<file path="src/rtl/jsq4_1_ctr_pkg.sv">
// ----------------------------------------------------------------------------
// jsq4_1_ctr_pkg
// Project constants and shared types for the triggered pulse generator.
//   JSQ_DEFAULT_PULSE_LEN : default enable-window length in clock cycles,
//                           shared with any block that must agree on it.
//   jsq_state_e           : IDLE / RUN state encoding of the pulse FSM.
// ----------------------------------------------------------------------------
package jsq4_1_ctr_pkg;

    localparam int unsigned JSQ_DEFAULT_PULSE_LEN = 10;

    typedef enum logic {
        ST_IDLE = 1'b0,
        ST_RUN  = 1'b1
    } jsq_state_e;

endpackage : jsq4_1_ctr_pkg

</file>
<file path="src/rtl/jsq4_1_ctr.sv">
// ----------------------------------------------------------------------------
// jsq4_1_ctr
// Triggered pulse generator. A start strobe on en, sampled while idle, makes
// dout go high for exactly PULSE_LEN clock cycles, then the block idles again.
// Strobes seen during a run are ignored (no retrigger, no extension).
//
// Ports:
//   clk   : system clock, rising-edge active
//   rst_n : asynchronous reset, active HIGH despite the name; clears the
//           counter, the run flag and dout immediately
//   en    : start strobe, synchronous to clk, level-sampled only in IDLE
//   dout  : registered pulse output, equal to the run flag at all times
// ----------------------------------------------------------------------------
module jsq4_1_ctr
    import jsq4_1_ctr_pkg::*;
#(
    parameter int unsigned PULSE_LEN = JSQ_DEFAULT_PULSE_LEN
) (
    input  logic clk,
    input  logic rst_n,
    input  logic en,
    output logic dout
);

    // Counter width is derived from the pulse length and must not be overridden.
    localparam int unsigned CNT_W = $clog2(PULSE_LEN + 1);

    localparam logic [CNT_W-1:0] CNT_ONE  = CNT_W'(1);
    localparam logic [CNT_W-1:0] CNT_LAST = CNT_W'(PULSE_LEN);

    jsq_state_e       state_q, state_d;
    logic [CNT_W-1:0] cnt_q,   cnt_d;
    logic             dout_q,  dout_d;

    // Next-state logic. The counter holds the number of high cycles already
    // delivered in the current run: it is loaded with 1 on the start edge, so
    // reaching PULSE_LEN means the last high cycle is in progress and the next
    // edge ends the run. The counter therefore never exceeds PULSE_LEN.
    always_comb begin
        state_d = state_q;
        cnt_d   = cnt_q;
        dout_d  = 1'b0;

        unique case (state_q)
            ST_IDLE: begin
                if (en) begin
                    state_d = ST_RUN;
                    cnt_d   = CNT_ONE;
                end
            end
            ST_RUN: begin
                if (cnt_q == CNT_LAST) begin
                    state_d = ST_IDLE;
                    cnt_d   = '0;
                end else begin
                    cnt_d   = cnt_q + CNT_ONE;
                end
            end
            default: begin
                state_d = ST_IDLE;
                cnt_d   = '0;
            end
        endcase

        // dout is registered from the next run flag so it tracks busy exactly.
        dout_d = (state_d == ST_RUN);
    end

    // State, counter and output registers with asynchronous active-high clear.
    always_ff @(posedge clk or posedge rst_n) begin
        if (rst_n) begin
            state_q <= ST_IDLE;
            cnt_q   <= '0;
            dout_q  <= 1'b0;
        end else begin
            state_q <= state_d;
            cnt_q   <= cnt_d;
            dout_q  <= dout_d;
        end
    end

    assign dout = dout_q;

endmodule : jsq4_1_ctr

</file>
<file path="config.mk">
export PLATFORM = sky130hd
export DESIGN_NAME = jsq4_1_ctr
export DESIGN_NICKNAME = d
export VERILOG_FILES = /design/src/rtl/jsq4_1_ctr_pkg.sv /design/src/rtl/jsq4_1_ctr.sv
export SDC_FILE = /design/constraint.sdc
export NUM_CORES = 1
export LEC_CHECK = 0
export ABC_AREA = 1
export CELL_PAD_IN_SITES_DETAIL_PLACEMENT = 1
export CELL_PAD_IN_SITES_GLOBAL_PLACEMENT = 1
export CORE_AREA = 5 5 42 44
export DETAILED_ROUTE_END_ITERATION = 16
export DIE_AREA = 0 0 47 49
export PLACE_DENSITY = 0.51
export REMOVE_ABC_BUFFERS = 1
export SKIP_CTS_REPAIR_TIMING = 1
export SLEW_MARGIN = 0
export SYNTH_ARGS = -nofsm -noshare
export SYNTH_HDL_FRONTEND = slang
export SYNTH_SLANG_ARGS = --single-unit
</file>
<file path="constraint.sdc">
create_clock -name clk -period 1.5 [get_ports clk]
set_clock_uncertainty 0.05 [all_clocks]
set_input_delay 0.45 -clock clk [delete_from_list [all_inputs] [get_ports clk]]
set_output_delay 0.45 -clock clk [all_outputs]
set_load 0.1 [all_outputs]
</file>
# Yosys cells after proc, flatten, opt, wreduce, memory -nomap -nowiden
# Index checks and enable logic that the tools add are counted.
# totals
input_bits,3
ff_bits,5
out_inout_bits,1
# op_classes
n_eq_ne,2
addsub,1
bitwise_logic,1
muxes,6
# ops
operator,n
4-bit 2-to-1 mux,2
4-bit case mux with 2 select lines,1
4-bit by 1-bit adder with 4-bit output (second input constant),1
4-bit equality test (second input constant),1
1-bit 2-to-1 mux,2
2-bit inequality test (second input constant),1
1-bit case mux with 2 select lines,1
1-bit NOT,1

# Depth between registers and ports, before layout
# logic_depth
depth_word,3
mapped_depth,7
depth_no_buf,7

# Worst setup path before layout
# OpenSTA, ideal clock, no wires.
# synth_path
path_kind,register to output
start,register dout_q (netlist: dout)
end,output port dout
stages_incl_launch_ff,1
t_required_ns,1.000
slack_ns,0.034
n_path_buf,0
t_arrival_ns,0.966
cell_sequence,dfrtp_1
# synth_lines
element,line_no,text
start: declaration,jsq4_1_ctr.sv:33,"logic dout_q, dout_d;"
start signal: assignment,jsq4_1_ctr.sv:78,dout_q <= dout_d;
end: declaration,jsq4_1_ctr.sv:22,output logic dout
# No word-level cell between the ends.

# Final worst setup path
# layout_path
start,register dout_q (netlist: dout)
end,output port dout
# No word-level cell between the ends.

==> impl_metrics.json <==
{
  "arrival_ns": 0.93,
  "start_kind": "flip-flop",
  "worst_slew_pin_slew_ns": 0.248,
  "wl_per_cell_um": 9.75,
  "critPathMaxStageDelay_ns": 0.47,
  "wirelength_um": 536,
  "final_hold_viol_count": 0,
  "peakVddDrop_uv": 675,
  "die_x_um": 47,
  "cellLeakagePower_nw": 0.170,
  "grt_pass1_wl_um": 938,
  "pre_cts_slack_ns": 0.0864,
  "yosysSeqAreaShare_pct": 46.7,
  "timing.final.ws_setup_ns": 0.0705,
  "cts_made_buffers": 3,
  "cts-root-buf": "clkbuf_4",
  "final_util_pct": 25.3,
  "hold_class": "in2async",
  "die-area_mm2": 0.00230,
  "row_count": 14,
  "clockBufferDepth": 2,
  "layout.nets": 45,
  "antenna_found_initial": 0,
  "coreArea_mm2": 0.00140,
  "firstDrtPassIters": 1,
  "dpl_cell_area_um2": 328,
  "drv_slew": 0,
  "die_y_um": 49,
  "grt.total_usage_pct": 6.37,
  "start_util_pct": 19.1,
  "syn2layout_area_growth_pct": 32.2,
  "path_clk_slew_ns": 0.04,
  "critical_path_class": "reg2out",
  "netlist_area_um2": 268,
  "required_ns": 1.00,
  "drc": 0,
  "grt_pass1_vias": 253,
  "fmax_mhz": 700,
  "cts_sinks": 5,
  "io_buffers": 3,
  "syn_avg_cell_area_um2": 8.37,
  "critPathBufInv": 1,
  "ios": 4,
  "grt_max_degree": 7,
  "cts_tree": "built",
  "critPathTopFamily": "flip-flops",
  "cp_slowest_cell": "dfrtp_1",
  "final_area_um2": 354,
  "ant_nets": 0,
  "rsz0062_at_grt": "no",
  "fin_setup_tns_ns": 0,
  "diodes": 0,
  "drt_iter0_drc": 0,
  "outcome": "completed",
  "yosys_warnings": 0,
  "finalSetupViolations": 0,
  "relSlewSlack_pct": 83.5,
  "cp-end-kind": "primary output",
  "syn_inst": 32,
  "clkLatencyLatePin_ns": 0.25,
  "period_share_pct": 95.3,
  "gp_congestion": 0.834,
  "cp_cell_sequence": "buf_12",
  "grt-ovfl-total": 0,
  "cts_htree_levels": 1,
  "ys_types": 15,
  "period_needed_ns": 1.43,
  "synth_seq_cells": 5,
  "via_per_inst": 4.04,
  "drive_above_1_share_pct": 17.9,
  "crit_fanout": 6,
  "powerDensity_mw_per_mm2": 2230,
  "post-dp-hpwl_um": 450,
  "via_count": 222,
  "cap_violations": 0
}
## worst paths after layout
path	slack, ns	end	depth (start not counted)	start
max in group asynchronous	0.87	dout	2	rst_n
min reg2reg	0.51	cnt_q[3]	2	cnt_q[3]
max	0.07	dout	1	dout
max reg2reg	0.33	cnt_q[3]	7	cnt_q[0]
min in group clk	0.51	cnt_q[3]	2	cnt_q[3]
min	0.35	cnt_q[2]	2	rst_n
## sequential cells by signal (all words and copies together) (netlist names)
signal,cells
dout,1
cnt_q,4
## layer usage
metal  track usage [%]  part of all wire, %  vias to the layer above
met3              1.11                  2.1                        2
li1                  -                    -                      115
met4              9.68                  5.6                        0
met1              5.13                   38                      100
met2              9.73                   54                        5
met5                 0                    0                        -
## through the flow
stage	hold WS [ns]	power (mW)	instances
after floorplan	0.179	0.525	32
after global placement	0.498	0.630	51
after detailed placement	0.506	0.640	51
after CTS	0.346	0.809	55
after global routing	0.362	0.857	55
final	0.351	0.790	55
## cell families (layout without fill, tap and decap cells)
group | after synthesis | count (layout) | synth area share [%]
and+or+nand+nor | 14 | 14 | 24.8
adders and majority gates | 2 | 2 | 9.34
DFF | 5 | 5 | 46.7
xor gates and xnor gates | 1 | 1 | 3.27
buffers and inverters | 6 | 13 | 8.41
AOI/OAI and AO/OA | 4 | 4 | 7.47
## layout make-up
| type | instances | area [µm²] |
|---|---|---|
| tap | 16 | 20.0 |
| clock buffer | 4 | 26.3 |
| timing repair buffer | 3 | 40.0 |
| inverter | 6 | 22.5 |
| sequential | 5 | 125 |
| fill | 178 | 1050 |
| multi-input combinational | 21 | 120 |
## cell usage in the layout (no fill, tap or decap), drive strengths merged
| cell | count |
|---|---|
| dfrtp | 5 |
| clkdlybuf4s50 | 2 |
| xnor2 | 1 |
| nand4 | 1 |
| clkbuf | 4 |
| inv | 6 |
| nand2 | 9 |
| nand3 | 2 |
| o21ai | 3 |
| nor3 | 1 |
| ha | 2 |
| nor2 | 1 |
| a21oi | 1 |
| buf | 1 |
## cell usage after synthesis
master / n / share of area (%)
a21oi_1: 1 / 1.9
dfrtp_1: 5 / 47
ha_1: 2 / 9.3
inv_1: 5 / 7.0
inv_2: 1 / 1.4
nand2_1: 8 / 11
nand2_2: 1 / 2.3
nand3_1: 1 / 1.9
nand3_2: 1 / 3.7
nand4_1: 1 / 2.3
nor2_1: 1 / 1.4
nor3_1: 1 / 1.9
o21ai_0: 1 / 1.9
o21ai_1: 2 / 3.7
xnor2_1: 1 / 3.3
## where the power goes
group / leakage (nW) / switching (mW) / internal, mW
clock network: 0.0150 / 0.0582 / 0.101
logic: 0.0960 / 0.197 / 0.141
registers: 0.0590 / 0.0922 / 0.200
total: 0.170 / 0.348 / 0.442
Power figures use the tool's default switching activity.
